File: src/rtl/sdram_arb_pkg.sv
// Shared types and constants for the SDRAM read arbiter and its burst tracker.
package sdram_arb_pkg;

  localparam int NUM_REQ_DEF         = 3;
  localparam int ADDR_W_DEF          = 29;
  localparam int DATA_W_DEF          = 64;
  localparam int BURST_W_DEF         = 8;
  localparam int MAX_OUTSTANDING_DEF = 4;

  // Entry fields are sized for the widest supported build (8 masters, 16-bit bursts).
  localparam int ID_W  = 3;
  localparam int CNT_W = 16;

  localparam logic [1:0] IDLE  = 2'd0;
  localparam logic [1:0] ISSUE = 2'd1;
  localparam logic [1:0] DROP  = 2'd2;

  typedef struct packed {
    logic [ID_W-1:0]  id;
    logic [CNT_W-1:0] count;
  } trk_entry_t;

endpackage

File: src/rtl/sdram_arb_tracker_fifo.sv
// In-order FIFO of issued bursts; counts down the head burst's beats and pops on its last beat.
module sdram_arb_tracker_fifo
  import sdram_arb_pkg::*;
#(
  parameter int DEPTH = MAX_OUTSTANDING_DEF
) (
  input  logic            clk,
  input  logic            rst_n,
  input  logic            push,
  input  trk_entry_t      push_entry,
  input  logic            beat,
  output logic            full,
  output logic            empty,
  output logic            valid,
  output logic [ID_W-1:0] head_id
);

  localparam int PTR_W = $clog2(DEPTH);

  trk_entry_t         mem_reg [DEPTH];
  logic [PTR_W-1:0]   rd_ptr_reg;
  logic [PTR_W-1:0]   wr_ptr_reg;
  logic [PTR_W:0]     count_reg;
  logic [CNT_W-1:0]   remaining_reg;
  logic [CNT_W-1:0]   remaining_next;
  logic [PTR_W-1:0]   rd_ptr_inc;
  logic               pop;

  assign empty      = (count_reg == '0);
  assign full       = (count_reg == (PTR_W+1)'(DEPTH));
  assign valid      = !empty;
  assign head_id    = mem_reg[rd_ptr_reg].id;
  assign rd_ptr_inc = rd_ptr_reg + PTR_W'(1);
  assign pop        = beat && !empty && (remaining_reg == CNT_W'(1));

  // The counter reloads whenever a new entry becomes head, including one pushed this cycle.
  always_comb begin
    remaining_next = remaining_reg;
    if (pop) begin
      if (count_reg > (PTR_W+1)'(1))
        remaining_next = mem_reg[rd_ptr_inc].count;
      else if (push)
        remaining_next = push_entry.count;
      else
        remaining_next = '0;
    end else if (empty && push) begin
      remaining_next = push_entry.count;
    end else if (beat && !empty) begin
      remaining_next = remaining_reg - CNT_W'(1);
    end
  end

  always_ff @(posedge clk) begin
    if (push)
      mem_reg[wr_ptr_reg] <= push_entry;
  end

  always_ff @(posedge clk or negedge rst_n) begin
    if (!rst_n) begin
      rd_ptr_reg    <= '0;
      wr_ptr_reg    <= '0;
      count_reg     <= '0;
      remaining_reg <= '0;
    end else begin
      remaining_reg <= remaining_next;
      if (push)
        wr_ptr_reg <= wr_ptr_reg + PTR_W'(1);
      if (pop)
        rd_ptr_reg <= rd_ptr_inc;
      if (push && !pop)
        count_reg <= count_reg + (PTR_W+1)'(1);
      else if (pop && !push)
        count_reg <= count_reg - (PTR_W+1)'(1);
    end
  end

endmodule

File: src/rtl/sdram_read_arbiter.sv
// Round-robin arbiter sharing one Avalon-MM burst read port among NUM_REQ masters,
// routing returned beats back in issue order.
module sdram_read_arbiter
  import sdram_arb_pkg::*;
#(
  parameter int NUM_REQ         = NUM_REQ_DEF,
  parameter int ADDR_W          = ADDR_W_DEF,
  parameter int DATA_W          = DATA_W_DEF,
  parameter int BURST_W         = BURST_W_DEF,
  parameter int MAX_OUTSTANDING = MAX_OUTSTANDING_DEF
) (
  input  logic                       clk_clk,
  input  logic                       reset_reset_n,
  input  logic [NUM_REQ*ADDR_W-1:0]  req_address,
  input  logic [NUM_REQ*BURST_W-1:0] req_burstcount,
  input  logic [NUM_REQ-1:0]         req_read,
  output logic [NUM_REQ-1:0]         req_waitrequest,
  output logic [DATA_W-1:0]          req_readdata,
  output logic [NUM_REQ-1:0]         req_readdatavalid,
  output logic [ADDR_W-1:0]          sdram_address,
  output logic [BURST_W-1:0]         sdram_burstcount,
  output logic                       sdram_read,
  input  logic                       sdram_waitrequest,
  input  logic [DATA_W-1:0]          sdram_readdata,
  input  logic                       sdram_readdatavalid,
  output logic                       err
);

  localparam int GNT_W = $clog2(NUM_REQ);

  logic [1:0]         state_reg;
  logic [GNT_W-1:0]   grant_reg;
  logic [GNT_W-1:0]   rr_reg;
  logic               err_reg;
  logic [GNT_W-1:0]   winner;
  logic [GNT_W-1:0]   cidx;
  logic               found;
  int                 cand;
  logic [ADDR_W-1:0]  addr_arr  [NUM_REQ];
  logic [BURST_W-1:0] burst_arr [NUM_REQ];
  logic               push;
  logic               trk_full;
  logic               trk_empty;
  logic               trk_valid;
  logic [ID_W-1:0]    head_id;
  trk_entry_t         push_entry;
  logic               ack_now;

  for (genvar gi = 0; gi < NUM_REQ; gi++) begin : g_unpack
    assign addr_arr[gi]  = req_address[gi*ADDR_W +: ADDR_W];
    assign burst_arr[gi] = req_burstcount[gi*BURST_W +: BURST_W];
  end

  // Search starts one past the last grant so every master gets a turn.
  always_comb begin
    found  = 1'b0;
    winner = rr_reg;
    cand   = 0;
    cidx   = '0;
    for (int k = 1; k <= NUM_REQ; k++) begin
      cand = (int'(rr_reg) + k) % NUM_REQ;
      cidx = GNT_W'(cand);
      if (!found && req_read[cidx]) begin
        found  = 1'b1;
        winner = cidx;
      end
    end
  end

  assign push             = (state_reg == ISSUE) && !sdram_waitrequest;
  assign ack_now          = push || (state_reg == DROP);
  assign push_entry.id    = ID_W'(grant_reg);
  assign push_entry.count = CNT_W'(sdram_burstcount);

  always_ff @(posedge clk_clk or negedge reset_reset_n) begin
    if (!reset_reset_n) begin
      state_reg        <= IDLE;
      grant_reg        <= '0;
      rr_reg           <= GNT_W'(NUM_REQ - 1);
      sdram_read       <= 1'b0;
      sdram_address    <= '0;
      sdram_burstcount <= '0;
      err_reg          <= 1'b0;
    end else begin
      if (sdram_readdatavalid && trk_empty)
        err_reg <= 1'b1;
      case (state_reg)
        IDLE: begin
          if (found && !trk_full) begin
            grant_reg <= winner;
            rr_reg    <= winner;
            // A zero-length burst is acknowledged and discarded, never issued.
            if (burst_arr[winner] == '0) begin
              state_reg <= DROP;
              err_reg   <= 1'b1;
            end else begin
              sdram_address    <= addr_arr[winner];
              sdram_burstcount <= burst_arr[winner];
              sdram_read       <= 1'b1;
              state_reg        <= ISSUE;
            end
          end
        end
        ISSUE: begin
          if (!sdram_waitrequest) begin
            sdram_read <= 1'b0;
            state_reg  <= IDLE;
          end
        end
        DROP:    state_reg <= IDLE;
        default: state_reg <= IDLE;
      endcase
    end
  end

  sdram_arb_tracker_fifo #(
    .DEPTH (MAX_OUTSTANDING)
  ) u_tracker (
    .clk        (clk_clk),
    .rst_n      (reset_reset_n),
    .push       (push),
    .push_entry (push_entry),
    .beat       (sdram_readdatavalid),
    .full       (trk_full),
    .empty      (trk_empty),
    .valid      (trk_valid),
    .head_id    (head_id)
  );

  for (genvar gi = 0; gi < NUM_REQ; gi++) begin : g_port
    assign req_waitrequest[gi]   = !(ack_now && (grant_reg == GNT_W'(gi)));
    assign req_readdatavalid[gi] = sdram_readdatavalid && trk_valid && (head_id == ID_W'(gi));
  end

  assign req_readdata = sdram_readdata;
  assign err          = err_reg;

endmodule

File: config.mk
export PLATFORM = sky130hd
export DESIGN_NAME = sdram_read_arbiter
export DESIGN_NICKNAME = d
export VERILOG_FILES = /design/src/rtl/sdram_arb_pkg.sv /design/src/rtl/sdram_arb_tracker_fifo.sv /design/src/rtl/sdram_read_arbiter.sv
export SDC_FILE = /design/constraint.sdc
export NUM_CORES = 1
export LEC_CHECK = 0
export CELL_PAD_IN_SITES_DETAIL_PLACEMENT = 0
export CELL_PAD_IN_SITES_GLOBAL_PLACEMENT = 1
export CORE_MARGIN = 2
export CORE_UTILIZATION = 30
export CTS_CLUSTER_DIAMETER = 80
export CTS_CLUSTER_SIZE = 8
export DETAILED_ROUTE_END_ITERATION = 12
export PLACE_DENSITY = 0.74
export SLEW_MARGIN = 20
export SYNTH_ARGS = -nofsm -noshare
export SYNTH_HDL_FRONTEND = slang
export SYNTH_HIERARCHICAL = 1
export SYNTH_SLANG_ARGS = --single-unit
File: constraint.sdc
create_clock -name clk_clk -period 3.6 [get_ports clk_clk]
set_input_delay 0.72 -clock clk_clk [delete_from_list [all_inputs] [get_ports clk_clk]]
set_output_delay 0.72 -clock clk_clk [all_outputs]
set_load 0.03 [all_outputs]
### Word-level counts from Yosys, hierarchy flattened

Memory sizes are Yosys's and may differ from the RTL's.
Cells that the tools add are included.

* latch bits: 0
* input port bits: 182
* flip-flop bits (word level): 68
* word-level logic and storage cells: 119
* memories kept: 1
* ROM bits: 0
* output and inout bits: 109
* memory bits (writable): 40

Memory list
* u_tracker.mem_reg: words 4, width 10, read ports 2, clocked after Yosys merged registers in 0, write ports 1, line sdram_arb_tracker_fifo.sv:20 `trk_entry_t mem_reg [DEPTH];`

* mux-type cells: 39
* bitwise operators: 2
* eq/ne operators: 11
* add/sub/neg operators: 8
* shift operators: 0
* $mul: 0
* reduce and logical (&&, ||, !) cells: 39
* $lt $le $gt $ge: 5
* divide/modulo/power cells: 3

Operators by type and width (count)
* $mod 32x3->32 const B: 3
* $mux 16: 4
* $bmux 29 s2: 1
* $mux 29: 2
* $mux 8: 3
* $bmux 8 s2: 1
* $eq 16x1->1 const B: 1
* $logic_and 1x1->1: 16
* $sub 16x1->16 const B: 1
* $mux 1: 15
* $mux 2: 6
* $logic_not 1->1: 10
* $lt 2x3->1 const B: 3
* $logic_not 8->1: 1
* $add 2x2->3 const B: 2
* $bmux 1 s2: 3
* $logic_not 3->1: 2
* $mux 3: 2
* $ne 2x2->1 const B: 3
* $add 2x1->2 const B: 2
* $eq 2x1->1 const B: 2
* $eq 2x2->1 const B: 2
* $logic_not 2->1: 2
* $pmux 2 s2: 1
* 17 further kinds: 19

### Depth between registers and ports, before layout

* word-level depth: 19
* gate-level depth with buffers: 13
* gate-level depth less buffers: 10

### Hierarchy

The synthesis kept the hierarchy.

By module, submodules not included
* sdram_arb_tracker_fifo: sequential area each 2857.7 sq um, area each 4639.4 sq um, cells each 334, instances 1
* sdram_read_arbiter: sequential area each 1102.3 sq um, area each 3368.2 sq um, cells each 356, instances 1

### Worst setup path after synthesis

OpenSTA, ideal clock, no wires.

* path kind: reg2reg
* start point: register, netlist name grant_reg[0]
* end point: register sdram_address[2]
* path buffers: 3
* clock period less this slack: 3350 ps
* stages on the path, launching flop included: 14
* required time: 3475 ps
* setup time: 125 ps
* setup slack: 250 ps
* arrival: 3225 ps
* cells stage by stage: dfrtp_1 > inv_1 > ha_1 > buf_6 > and3b_1 > o21bai_1 > or4_1 > o211ai_1 > mux2_2 > a221oi_2 > nor2b_2 > buf_6 > buf_6 > mux2_4

RTL lines
* end signal: assignment: line sdram_read_arbiter.sv:97 `sdram_address <= addr_arr[winner];`
* end: declaration: line sdram_read_arbiter.sv:20 `output logic [ADDR_W-1:0] sdram_address,`

### Worst setup path in the final report

* start point: register rr_reg[1]
* end point: register sdram_burstcount[4]

* cells in the longest elaborated chain, start to end: 18
* elaborated cells on any way between the ends: 30
* those cells by class: 3 x add/sub; 3 x div; 15 x mux; 2 x bitwise; 7 x reduce/logical

RTL lines
* start: declaration: line sdram_read_arbiter.sv:33 `logic [GNT_W-1:0] rr_reg;`
* start signal: assignment: line sdram_read_arbiter.sv:79 `rr_reg <= GNT_W'(NUM_REQ - 1);`
* start signal: assignment: line sdram_read_arbiter.sv:91 `rr_reg <= winner;`
* $add 2x1->3: line sdram_read_arbiter.sv:61 `cand = (int'(rr_reg) + k) % NUM_REQ;`
* $mod 32x3->32: line sdram_read_arbiter.sv:61
* $bmux 1 s2: line sdram_read_arbiter.sv:63 `if (!found && req_read[cidx]) begin`
* $mux 1 (not written as such): line sdram_read_arbiter.sv:63
* $mux 1: line sdram_read_arbiter.sv:63
* $logic_not 1->1: line sdram_read_arbiter.sv:63
* $logic_and 1x1->1: line sdram_read_arbiter.sv:63
* $mux 1: line sdram_read_arbiter.sv:63
* $logic_not 1->1: line sdram_read_arbiter.sv:63
* $logic_and 1x1->1: line sdram_read_arbiter.sv:63
* $mux 2: line sdram_read_arbiter.sv:63
* $not 2->3 (not written as such): line sdram_read_arbiter.sv:93, sdram_read_arbiter.sv:98
* $bmux 8 s2: line sdram_read_arbiter.sv:93, sdram_read_arbiter.sv:98
* $mux 8 (not written as such) (2 in a row): line sdram_read_arbiter.sv:93, sdram_read_arbiter.sv:98
* $logic_not 8->1: line sdram_read_arbiter.sv:93 `if (burst_arr[winner] == '0) begin`
* $not 1->1 (no line)
* $reduce_and 3->1 (no line)
* end signal: assignment: line sdram_read_arbiter.sv:98 `sdram_burstcount <= burst_arr[winner];`
* end: declaration: line sdram_read_arbiter.sv:21 `output logic [BURST_W-1:0] sdram_burstcount,`

Parallel ways exist; a longest one is shown, timed or not. The select of a mux whose other input is x is not followed.
A chain may end at the register's enable or synchronous reset.

==> results.json <==
{
  "cts_setup_buffers": 0,
  "rsz0062_at_grt": "false",
  "crit_required_ps": 3910,
  "ios": 291,
  "clock_path_buffers": 2,
  "async_flop_share": 0.4685,
  "path_delay_family": "simple AND/OR/NAND/NOR gates",
  "fin_cells": 1193,
  "die-area_sq_um": 28010,
  "maxCapViolCount": 0,
  "dr_total_vias": 5617,
  "coreArea_sq_um": 26130,
  "cts-resized-gates": 0,
  "p_leak_nw": 3.962,
  "reg2reg_depth": 10,
  "power_density_nw_per_um2": 960.9,
  "crit_arrival_ps": 3660,
  "ir_worst_vdd_mv": 0.7446,
  "seqPwrFrac": 0.277,
  "synth_area_leaders": "edfxtp_1 28%, dfrtp_1 21%, buf_4 6.0%",
  "post-dp-hpwl_um": 15110,
  "drive_gt1_frac": 0.1550,
  "grt_pass1_wl_um": 31970,
  "yosys.area.top_type_share": 0.2850,
  "hold_viol": 0,
  "timing.final.crit_share": 0.9307,
  "critPathKind": "reg -> reg",
  "grt.total_usage": 0.1468,
  "clock_power_share": 0.184,
  "yosysSeqAreaShare": 0.4945,
  "regArea_sq_um": 3960,
  "clock_latency_ps": 430,
  "avgSynthCellArea_sq_um": 11.61,
  "final_nets": 1042,
  "h-tree-depth": 4,
  "start_util": 0.3064,
  "clkTransAtPathRegs_ps": 60,
  "synth_top_cell_by_area": "edfxtp_1",
  "timing.slew.headroom": 0.3788,
  "internal_power_mw": 6.063,
  "status": "finished, violations left",
  "largest_reg_flops": 76,
  "gp_congestion": 0.8214,
  "tightest_slew_ps": 931.8,
  "synth_seq_cells": 143,
  "max_freq_mhz": 298.5,
  "ys.warnings.count": 6,
  "setup_viol": 0,
  "synth_top_flop_cell": "edfxtp_1",
  "ys_types": 59,
  "cp-start-kind": "flop",
  "cts_hold_buf": 0,
  "overflow": 0,
  "synth_area_sq_um": 8008,
  "cp_slowest_cell": "dfstp_2",
  "cts_made_buffers": 17,
  "syn_inst": 690,
  "wl_um": 20300,
  "end_kind": "flop",
  "drc": 13,
  "ant_nets": 0,
  "crit_chain": "ha_1 > and3b_1 > o21bai_1 > or4_1 > o211ai_1 > mux2_2 > a221oi_2 > nor2b_4 > buf_12 > mux2_2",
  "crit_cells": 10,
  "switching_share": 0.3953,
  "drv_slew": 0,
  "combPwrFrac": 0.539,
  "dr.pass1.iters": 8,
  "synthMostInstantiatedCell": "edfxtp_1",
  "cp_slowest_stage_delay_ps": 570,
  "fillers": 2571,
  "grt_max_degree": 68,
  "grt_pass1_vias": 5781,
  "cp_max_fo": 24,
  "period_needed_ps": 3350,
  "violations": "design-rule violations",
  "fin_util": 0.3993,
  "diodes": 0,
  "cts_tree": "done",
  "antenna_found_initial": 0,
  "cts.sink_count": 143,
  "drtIter0Drc": 250,
  "tns_ps": 0,
  "synthTopCellsByCount": "76 x edfxtp_1, 66 x dfrtp_1, 66 x o21ai_0",
  "whs_ps": 439.4,
  "min_path_type": "in -> async",
  "fin_area_sq_um": 10440,
  "dpl_cell_area_sq_um": 9814,
  "io_buffers": 162,
  "cts-root-buf": "clkbuf_16",
  "synth_edf_count": 76,
  "fp.dieH_um": 167.4,
  "routed_via_density": 4.708,
  "p_switching_mw": 3.964,
  "wl_per_cell_um": 17.01,
  "areaGrowthSynthToFinish_pct": 30.31,
  "fp-row-count": 59,
  "multi_input_area_sq_um": 3512,
  "path_common_cell": "mux2_2",
  "die_w_um": 167.4,
  "placedCellCount": 1161,
  "worst_clock_skew_ps": 10.20,
  "path_buf_inv": 1
}
[metal layers]
metal / vias to the layer above / wire (um) / track usage
met5: - / 0 / 0
met2: 215 / 10250 / 0.2546
met4: 0 / 396 / 0.05255
met3: 23 / 1573 / 0.05247
met1: 2654 / 8076 / 0.1673
li1: 2725 / - / -
[final cells by class]
type                       instances  share of cell area
multi-input combinational        479              0.3366
inverter                          13            0.004676
timing repair buffer             191              0.1796
tap                              335             0.04017
clock buffer                      18             0.04209
clock inverter                    14             0.01739
sequential                       143              0.3795
[per-stage QoR]
step	setup slack, ps	power [mW]
CTS	237.1	10.15
detailed placement	-56.24	8.278
global route	93.74	10.69
global placement	12.11	8.190
finish	249.6	10.03
floorplan	249.7	6.632
[cell usage in the layout, fill, tap and decap left out, types with 17 or more instances in the layout]
cell type	instances
mux2_2	31
mux2i_1	44
dfrtp_1	66
clkbuf_16	17
buf_4	27
o21ai_0	66
clkdlybuf4s50_1	161
nor2_1	28
mux4_2	19
nand2_1	59
conb_1	52
edfxtp_1	76
[worst reg2reg max path, cell delays in order, from the launching register on]
cell,delay [ps]
dfstp_2,570
ha_1,320
and3b_1,210
o21bai_1,160
or4_1,490
o211ai_1,180
mux2_2,390
a221oi_2,350
nor2b_4,100
buf_12,180
mux2_2,300
[path summary, 6_finish.rpt]
kind / from / to / slack [ps]
worst max-delay path: rr_reg[1] / sdram_burstcount[4] / 250
worst min-delay path: reset_reset_n / sdram_address[13] / 440
worst max register to register: rr_reg[1] / sdram_burstcount[4] / 250
worst min register to register: sdram_read / sdram_read / 480
max in group asynchronous: reset_reset_n / u_tracker/remaining_reg[4] / 2560
min in group clk_clk: sdram_read / sdram_read / 480
[kinds of logic after synthesis]
| kind of cell | Yosys count | synth area share |
|---|---|---|
| adder cells (fa/ha/maj) | 15 | 0.02344 |
| flip-flops | 143 | 0.4945 |
| XOR/XNOR | 18 | 0.01969 |
| buffers and inverters | 119 | 0.09203 |
| AND/OR/NAND/NOR | 160 | 0.1003 |
| other | 1 | 0.0004683 |
| AO/OA/AOI/OAI | 132 | 0.1025 |
| multiplexers | 102 | 0.1670 |
[power groups by stage]
stage | Combinational [mW] | Sequential (mW) | Clock (mW)
after floorplan | 3.54 | 3.09 | 0
after global placement | 5.39 | 2.80 | 0
after detailed placement | 5.47 | 2.81 | 0
after CTS | 5.47 | 2.80 | 1.88
after global routing | 5.86 | 2.86 | 1.97
final | 5.41 | 2.78 | 1.85
Power figures use the tool's default switching activity.
